===== src/rtl/fft_mult_sched.sv =====
// fft_mult_sched: four-requester round-robin scheduler in front of one
// shift-add multiplier.  A granted WIDTH x WIDTH unsigned multiply runs
// one bit per cycle.  The product and done_id are registered outputs.
//
// Optional feature: define FFT_MULT_SCHED_EARLY_EN to finish an operation
// as soon as the remaining multiplier bits are all zero.  The product is
// the same either way; only the latency changes.
//
// Handshake: a requester raises req[i] and holds it, with stable operands,
// until it sees gnt[i] (a one-cycle pulse).  Requests are sampled only
// while idle, so a request raised during an operation waits, not lost.
// done is a one-cycle pulse; product stays valid until the next done.
module fft_mult_sched #(
    parameter int NREQ  = 4,
    parameter int WIDTH = 16
) (
    input  logic                 clk,
    input  logic                 rst_n,
    input  logic [NREQ-1:0]      req,
    input  logic [WIDTH-1:0]     a0,
    input  logic [WIDTH-1:0]     a1,
    input  logic [WIDTH-1:0]     a2,
    input  logic [WIDTH-1:0]     a3,
    input  logic [WIDTH-1:0]     b0,
    input  logic [WIDTH-1:0]     b1,
    input  logic [WIDTH-1:0]     b2,
    input  logic [WIDTH-1:0]     b3,
    input  logic                 flush,
    output logic [NREQ-1:0]      gnt,
    output logic                 busy,
    output logic                 done,
    output logic [1:0]           done_id,
    output logic [2*WIDTH-1:0]   product
);

    typedef enum logic [1:0] {
        IDLE = 2'd0,
        BUSY = 2'd1,
        DONE = 2'd2
    } state_t;

    state_t             state;
    logic [WIDTH-1:0]   areg;
    logic [2*WIDTH-1:0] breg;
    logic [2*WIDTH-1:0] acc;
    logic [3:0]         cnt;
    logic [1:0]         last_winner;
    logic [1:0]         owner;

    logic               win_found;
    logic [1:0]         win_idx;
    logic [1:0]         cand;
    logic [WIDTH-1:0]   a_sel;
    logic [WIDTH-1:0]   b_sel;
    logic [2*WIDTH-1:0] acc_next;

    // Round-robin search starting one past the previous winner.
    always_comb begin
        win_found = 1'b0;
        win_idx   = last_winner;
        cand      = last_winner;
        for (int k = 1; k <= 4; k++) begin
            cand = last_winner + 2'(k);
            if (!win_found && req[cand]) begin
                win_found = 1'b1;
                win_idx   = cand;
            end
        end
    end

    // Operand mux for the selected requester.
    always_comb begin
        a_sel = a0;
        b_sel = b0;
        case (win_idx)
            2'd0: begin a_sel = a0; b_sel = b0; end
            2'd1: begin a_sel = a1; b_sel = b1; end
            2'd2: begin a_sel = a2; b_sel = b2; end
            2'd3: begin a_sel = a3; b_sel = b3; end
            default: begin a_sel = a0; b_sel = b0; end
        endcase
    end

    // One shift-add step: add the shifted multiplicand when the current bit is set.
    always_comb begin
        acc_next = areg[0] ? (acc + breg) : acc;
    end

    // Scheduler FSM, multiplier datapath and registered outputs.
    always_ff @(posedge clk or negedge rst_n) begin
        if (!rst_n) begin
            state       <= IDLE;
            gnt         <= '0;
            busy        <= 1'b0;
            done        <= 1'b0;
            done_id     <= 2'd0;
            product     <= '0;
            acc         <= '0;
            areg        <= '0;
            breg        <= '0;
            cnt         <= 4'd0;
            last_winner <= 2'd3;
            owner       <= 2'd0;
        end else begin
            gnt     <= '0;
            done    <= 1'b0;
            done_id <= 2'd0;
            case (state)
                IDLE: begin
                    if (!flush && win_found) begin
                        last_winner <= win_idx;
                        owner       <= win_idx;
                        areg        <= a_sel;
                        breg        <= {{WIDTH{1'b0}}, b_sel};
                        acc         <= '0;
                        cnt         <= 4'd0;
                        gnt         <= NREQ'(1) << win_idx;
                        busy        <= 1'b1;
                        state       <= BUSY;
                    end
                end
                BUSY: begin
                    if (flush) begin
                        busy  <= 1'b0;
                        state <= IDLE;
                    end
`ifdef FFT_MULT_SCHED_EARLY_EN
                    else if (areg == '0) begin
                        // No multiplier bits left: acc already holds the product.
                        product <= acc;
                        done    <= 1'b1;
                        done_id <= owner;
                        state   <= DONE;
                    end
`endif
                    else begin
                        acc  <= acc_next;
                        areg <= areg >> 1;
                        breg <= breg << 1;
                        cnt  <= cnt + 4'd1;
                        if (cnt == 4'd15) begin
                            product <= acc_next;
                            done    <= 1'b1;
                            done_id <= owner;
                            state   <= DONE;
                        end
                    end
                end
                DONE: begin
                    busy  <= 1'b0;
                    state <= IDLE;
                end
                default: begin
                    busy  <= 1'b0;
                    state <= IDLE;
                end
            endcase
        end
    end

endmodule


===== config.mk =====
export PLATFORM = sky130hd
export DESIGN_NAME = fft_mult_sched
export DESIGN_NICKNAME = d
export VERILOG_FILES = /design/src/rtl/fft_mult_sched.sv
export SDC_FILE = /design/constraint.sdc
export NUM_CORES = 1
export LEC_CHECK = 0
export CAP_MARGIN = 40
export CORE_UTILIZATION = 52
export DETAILED_ROUTE_END_ITERATION = 16
export HOLD_SLACK_MARGIN = 0.15
export PLACE_DENSITY = 0.81
export SYNTH_ARGS = -nofsm -noshare
export SYNTH_HDL_FRONTEND = slang
export SYNTH_SLANG_ARGS = --single-unit
export TNS_END_PERCENT = 1

===== constraint.sdc =====
create_clock -name clk -period 3.15 [get_ports clk]
set_clock_uncertainty 0.2 [all_clocks]
set_input_delay 0.63 -clock clk [delete_from_list [all_inputs] [get_ports clk]]
set_output_delay 0.63 -clock clk [all_outputs]
set_load 0.05 [all_outputs]

After elaboration in Yosys (flattened, before gate mapping)
Cells that the tools add are included.
Word-level totals
  word-level logic and storage cells: 94
  input bits: 135
  bits in registers: 130
Cells by class
  add/subtract/negate cells: 5
  reductions and logical operators: 16
  shift operators: 1
  order comparisons: 4
  muxes and demuxes: 46
  equal/unequal tests: 9
  bitwise gates (word level): 1
Operators with widths (number)
  32-bit two-way mux: 5
  16-bit one-hot mux with 4 select lines: 2
  32-bit one-hot mux with 2 select lines: 2
  32-bit adder: 1
  16-bit two-way mux: 2
  16-bit one-hot mux with 2 select lines: 1
  2-bit two-way mux: 10
  4-bit two-way mux: 4
  1-bit two-way mux: 13
  2-bit by 3-bit less-than comparator with 1-bit output (second input constant): 4
  1-bit binary-select mux with 2-bit select: 4
  4-bit one-hot mux with 2 select lines: 1
  2-bit inequality test (second input constant): 3
  2-bit AND reduction: 3
  3-bit AND reduction: 2
  2-bit adder (second input constant): 2
  4-bit by 1-bit adder with 4-bit output (second input constant): 1
  2-bit by 1-bit equality test with 1-bit output (second input constant): 2
  2-bit equality test (second input constant): 2
  4-bit equality test (second input constant): 1
  1-bit logical AND: 4
  1-bit zero test: 4
  2-bit zero test: 2
  2-bit one-hot mux with 2 select lines: 1
  6 further kinds: 6

Logic depth before layout (Yosys ltp)
  word-level depth: 17
  mapped depth: 10

Worst setup path after synthesis
Ideal clock, no wire load.
  path type: register to register
  start point: reg breg[8]
  end point: reg acc[31]
  path slack: 0.514 ns
  stages on the path, launching flop included: 10
  arrival time: 2.309 ns
  path buffers: 0
  setup time: 0.127 ns
  cell sequence: dfrtp_1 ha_1 a211oi_1 nor2_1 o41ai_4 o22ai_4 o31ai_4 mux2_1 o21ai_1 mux2i_1
Between the ends
  cells in the longest elaborated chain, start to end: 4
RTL lines
  start: declaration: RTL line 44  | logic [2*WIDTH-1:0] breg;
  start signal: assignment: RTL line 114  | breg <= {{WIDTH{1'b0}}, b_sel};
  start signal: assignment: RTL line 139  | breg <= breg << 1;
  32-bit adder: RTL line 86  | acc_next = areg[0] ? (acc + breg) : acc;
  32-bit two-way mux: RTL line 86
  32-bit two-way mux: RTL line 123  | if (flush) begin
  32-bit one-hot mux with 2 select lines: RTL line 108  | case (state)
  end signal: assignment: RTL line 137  | acc <= acc_next;
  end: declaration: RTL line 45  | logic [2*WIDTH-1:0] acc;
Every way passes these cells. The select of a mux whose other input is x is not followed.
A chain may end at the register's enable or synchronous reset.

Final worst setup path
  start point: reg breg[10]
  end point: reg product[27]
Between the ends
  cells in the longest elaborated chain, start to end: 2
RTL lines
  32-bit adder: RTL line 86
  32-bit two-way mux: RTL line 86
  end signal: assignment: RTL line 142  | product <= acc_next;
  end: declaration: RTL line 33  | output logic [2*WIDTH-1:0] product
Every way passes these cells.

==> key figures <==
Outcome
  – Result of the run: complete, no violations

Die
  – Die span in y: approximately 130 um
  – Core area: between 0.015 and 0.02 mm^2
  – Site Rows: 45
  – Ports: 175
  – Die W: 127.6 um
  – Initial Util: 0.5353
  – Die ar.: 0.01627 mm^2

STA
  – Worst-Margin Slew: around 830 ps
  – Final Setup Violations: 0
  – Rel. slew slack: 0.4456
  – Minimum clock period: 2983 ps
  – Final Worst Setup Slack: 167.5 ps
  – Max Slew Vio Count: 0
  – Final worst-path cycle share: 0.9468
  – RSZ-0062 raised after global routing: false
  – Setup TNS: 0 ps
  – F_max: between 300 and 400 MHz
  – Hold Violations, Final: 0
  – Min Hold Slack: 272.0 ps

Critical path
  – CP Launch Point: breg[10]$_DFFE_PN0P_
  – Worst reg2reg path depth: 8
  – CP endpoint kind: register
  – RR Startpoint: breg[10]$_DFFE_PN0P_
  – CP Data Arrival Time: 3140 ps
  – Req. time, crit path: about 3300 ps
  – Worst Path Max Fanout: 6
  – CP Launch Type: register
  – WS Path Type: reg -> reg

CTS
  – Reg clk slew, reported paths: roughly 60 ps
  – Root buf cell: clkbuf_16
  – Clk sinks: 130
  – Worst-Skew Late Latency: between 400 and 500 ps
  – Setup bufs post-CTS: 0
  – Bufs on Longest Clock Path: 2
  – CTS tree: done
  – CTS Buf Count: 17
  – Htree depth: 4

Global routing
  – Grt ovf: 0
  – First-pass GRT wire length: approximately 38 mm
  – Vias in the first global route: 7582
  – Gr usage total: 0.2957
  – Largest net degree at the start of global routing: 78
  – Initial antenna violation count: 0

Routing
  – Post-route DRC: 0
  – Vias per cell: roughly 5.8
  – Final WL: around 23 mm
  – 1st-iter DRT viols: 609
  – 1st-pass router iterations: 5
  – WL per Instance: 16.75 um
  – Routed via count: roughly 7900
  – Antenna Nets Post-Route: 0

Logic synthesis
  – Sequential fraction of the synthesis area: 0.3971
  – Register bit total from synthesis: 130
  – Post-Syn Instances: between 900 and 1000
  – Syn Nets: approximately 1200
  – Ys flop type: dfrtp_1
  – Synth async-reset ratio: 1.000
  – EDFF count, synth: 0
  – Yosys cell types: 63
  – Post-Syn Area: between 0.008 and 0.009 mm^2
  – Synthesis Warnings: 0
  – Syn avg cell area: 8.348 um^2

Flow run
  – Max-cap violations: 0

Hold path
  – HP Class: reg -> reg
  – Hold Crit Start: product[23]$_DFFE_PN0P_
  – Min-Delay Path Depth: 2

Cells and area
  – Area grow syn2layout: 33.24%
  – Non-Filler Instances: 1363
  – Most frequent cells in the layout: nand2_1 (199), clkdlybuf4s50_1 (173), dfrtp_1 (128)
  – Number of diodes: 0
  – Final #Nets: between 1000 and 1500
  – Fraction of final layout cells with drive strength greater than 1: 0.07813
  – Most common cell after layout, fill and taps aside: nand2_1
  – Layout fillers: between 1000 and 1500

Placement
  – PortBufs: approximately 170
  – Worst slack, placed: -21.74 ps
  – Routability-driven placement congestion ratio: roughly 0.9
  – Post-Place Cells: between 1000 and 1500
  – Hpwl dp: between 15 and 20 mm

Pwr
  – Design Power: about 7900 uW
  – Worst vdd ir: just over 400 uV
  – Cell area power density: just over 700 mW/mm^2
  – Leakage: between 0.004 and 0.005 uW
[cells by family after synthesis]
family,share of synthesized area
AND/OR/NAND/NOR,0.1960
AO/OA/AOI/OAI,0.2637
flip-flops,0.3971
buffers and inverters,0.03983
adder cells (fa/ha/maj),0.05128
XOR/XNOR,0.02885
multiplexers,0.02320
[cell type report]
type,count,area [um^2],area share
Multi-Input combinational cell,770,4681,0.4285
Sequential cell,130,3256,0.2981
Timing Repair Buffer,208,2097,0.1920
Clock buffer,27,503.0,0.04605
Tap cell,211,264.0,0.02417
Clock inverter,5,77.57,0.007102
Inverter,12,45.04,0.004124
[state kept, by name, summed over array words and instances (netlist names)]
signal,flops
acc,32
areg,16
breg,32
busy,1
cnt,4
done,1
done_id,2
gnt,4
last_winner,2
owner,2
product,32
state,2
[stage by stage]
stage / instance area, um^2 / utilization
finish: 10920 / 0.7132
global route: 10920 / 0.7132
CTS: 10910 / 0.7123
detailed placement: 10320 / 0.6738
global placement: 10320 / 0.6738
floorplan: 8198 / -
[cells in the mapped netlist, types with 7 or more instances]
cell type	instances	area share
dfrtp_1	128	0.39
mux2i_1	12	0.015
a311oi_1	30	0.032
o211ai_1	7	0.0064
and3_1	10	0.0076
o21bai_1	7	0.0064
ha_1	32	0.049
a211oi_1	41	0.038
clkbuf_1	56	0.026
o21a_1	10	0.0092
nor3_1	9	0.0055
and2_0	13	0.0099
nand2_1	199	0.091
a21o_1	18	0.016
o21ai_0	90	0.055
nand4_1	7	0.0053
nand3_1	30	0.018
o21ai_1	31	0.019
and2_1	19	0.014
nor2_1	41	0.019
a21oi_1	64	0.039
inv_1	12	0.0055
xnor2_1	18	0.019
xor2_1	9	0.0096
[where the power goes]
part / switching, uW / internal, uW
clock network: 702 / 1250
logic: 2050 / 1490
registers: 326 / 2050
[worst max-delay path, stage by stage (launching register included)]
cell and delay (ps):
dfrtp_1 420, ha_1 430, nand4_1 220, or4_4 540
o22ai_4 280, o31ai_4 150, nor3b_1 170, nor3_1 290
o22a_1 200
[timing repair]
action	in CTS	in global routing
setup endpoints to repair	0	6
resized for setup	0	3
hold endpoints to repair	46	0
hold buffers	1	0
[per-layer routing]
| layer | GRT usage | vias to the layer above | share of wire |
|---|---|---|---|
| met4 | 0.1225 | 0 | 0.026 |
| met5 | 0 | - | 0 |
| met3 | 0.05905 | 46 | 0.058 |
| met1 | 0.3650 | 3749 | 0.42 |
| li1 | - | 3849 | - |
| met2 | 0.5056 | 272 | 0.49 |
[worst paths after layout]
| check | endpoint | slack [ps] |
|---|---|---|
| worst max-delay path | product[27]$_DFFE_PN0P_ | 170 |
| min in group asynchronous | product[29]$_DFFE_PN0P_ | 580 |
| max in group asynchronous | product[20]$_DFFE_PN0P_ | 1390 |
| worst max register to register | product[27]$_DFFE_PN0P_ | 170 |
| worst min register to register | product[23]$_DFFE_PN0P_ | 270 |
| worst min-delay path | product[23]$_DFFE_PN0P_ | 270 |
Power figures use the tool's default switching activity.
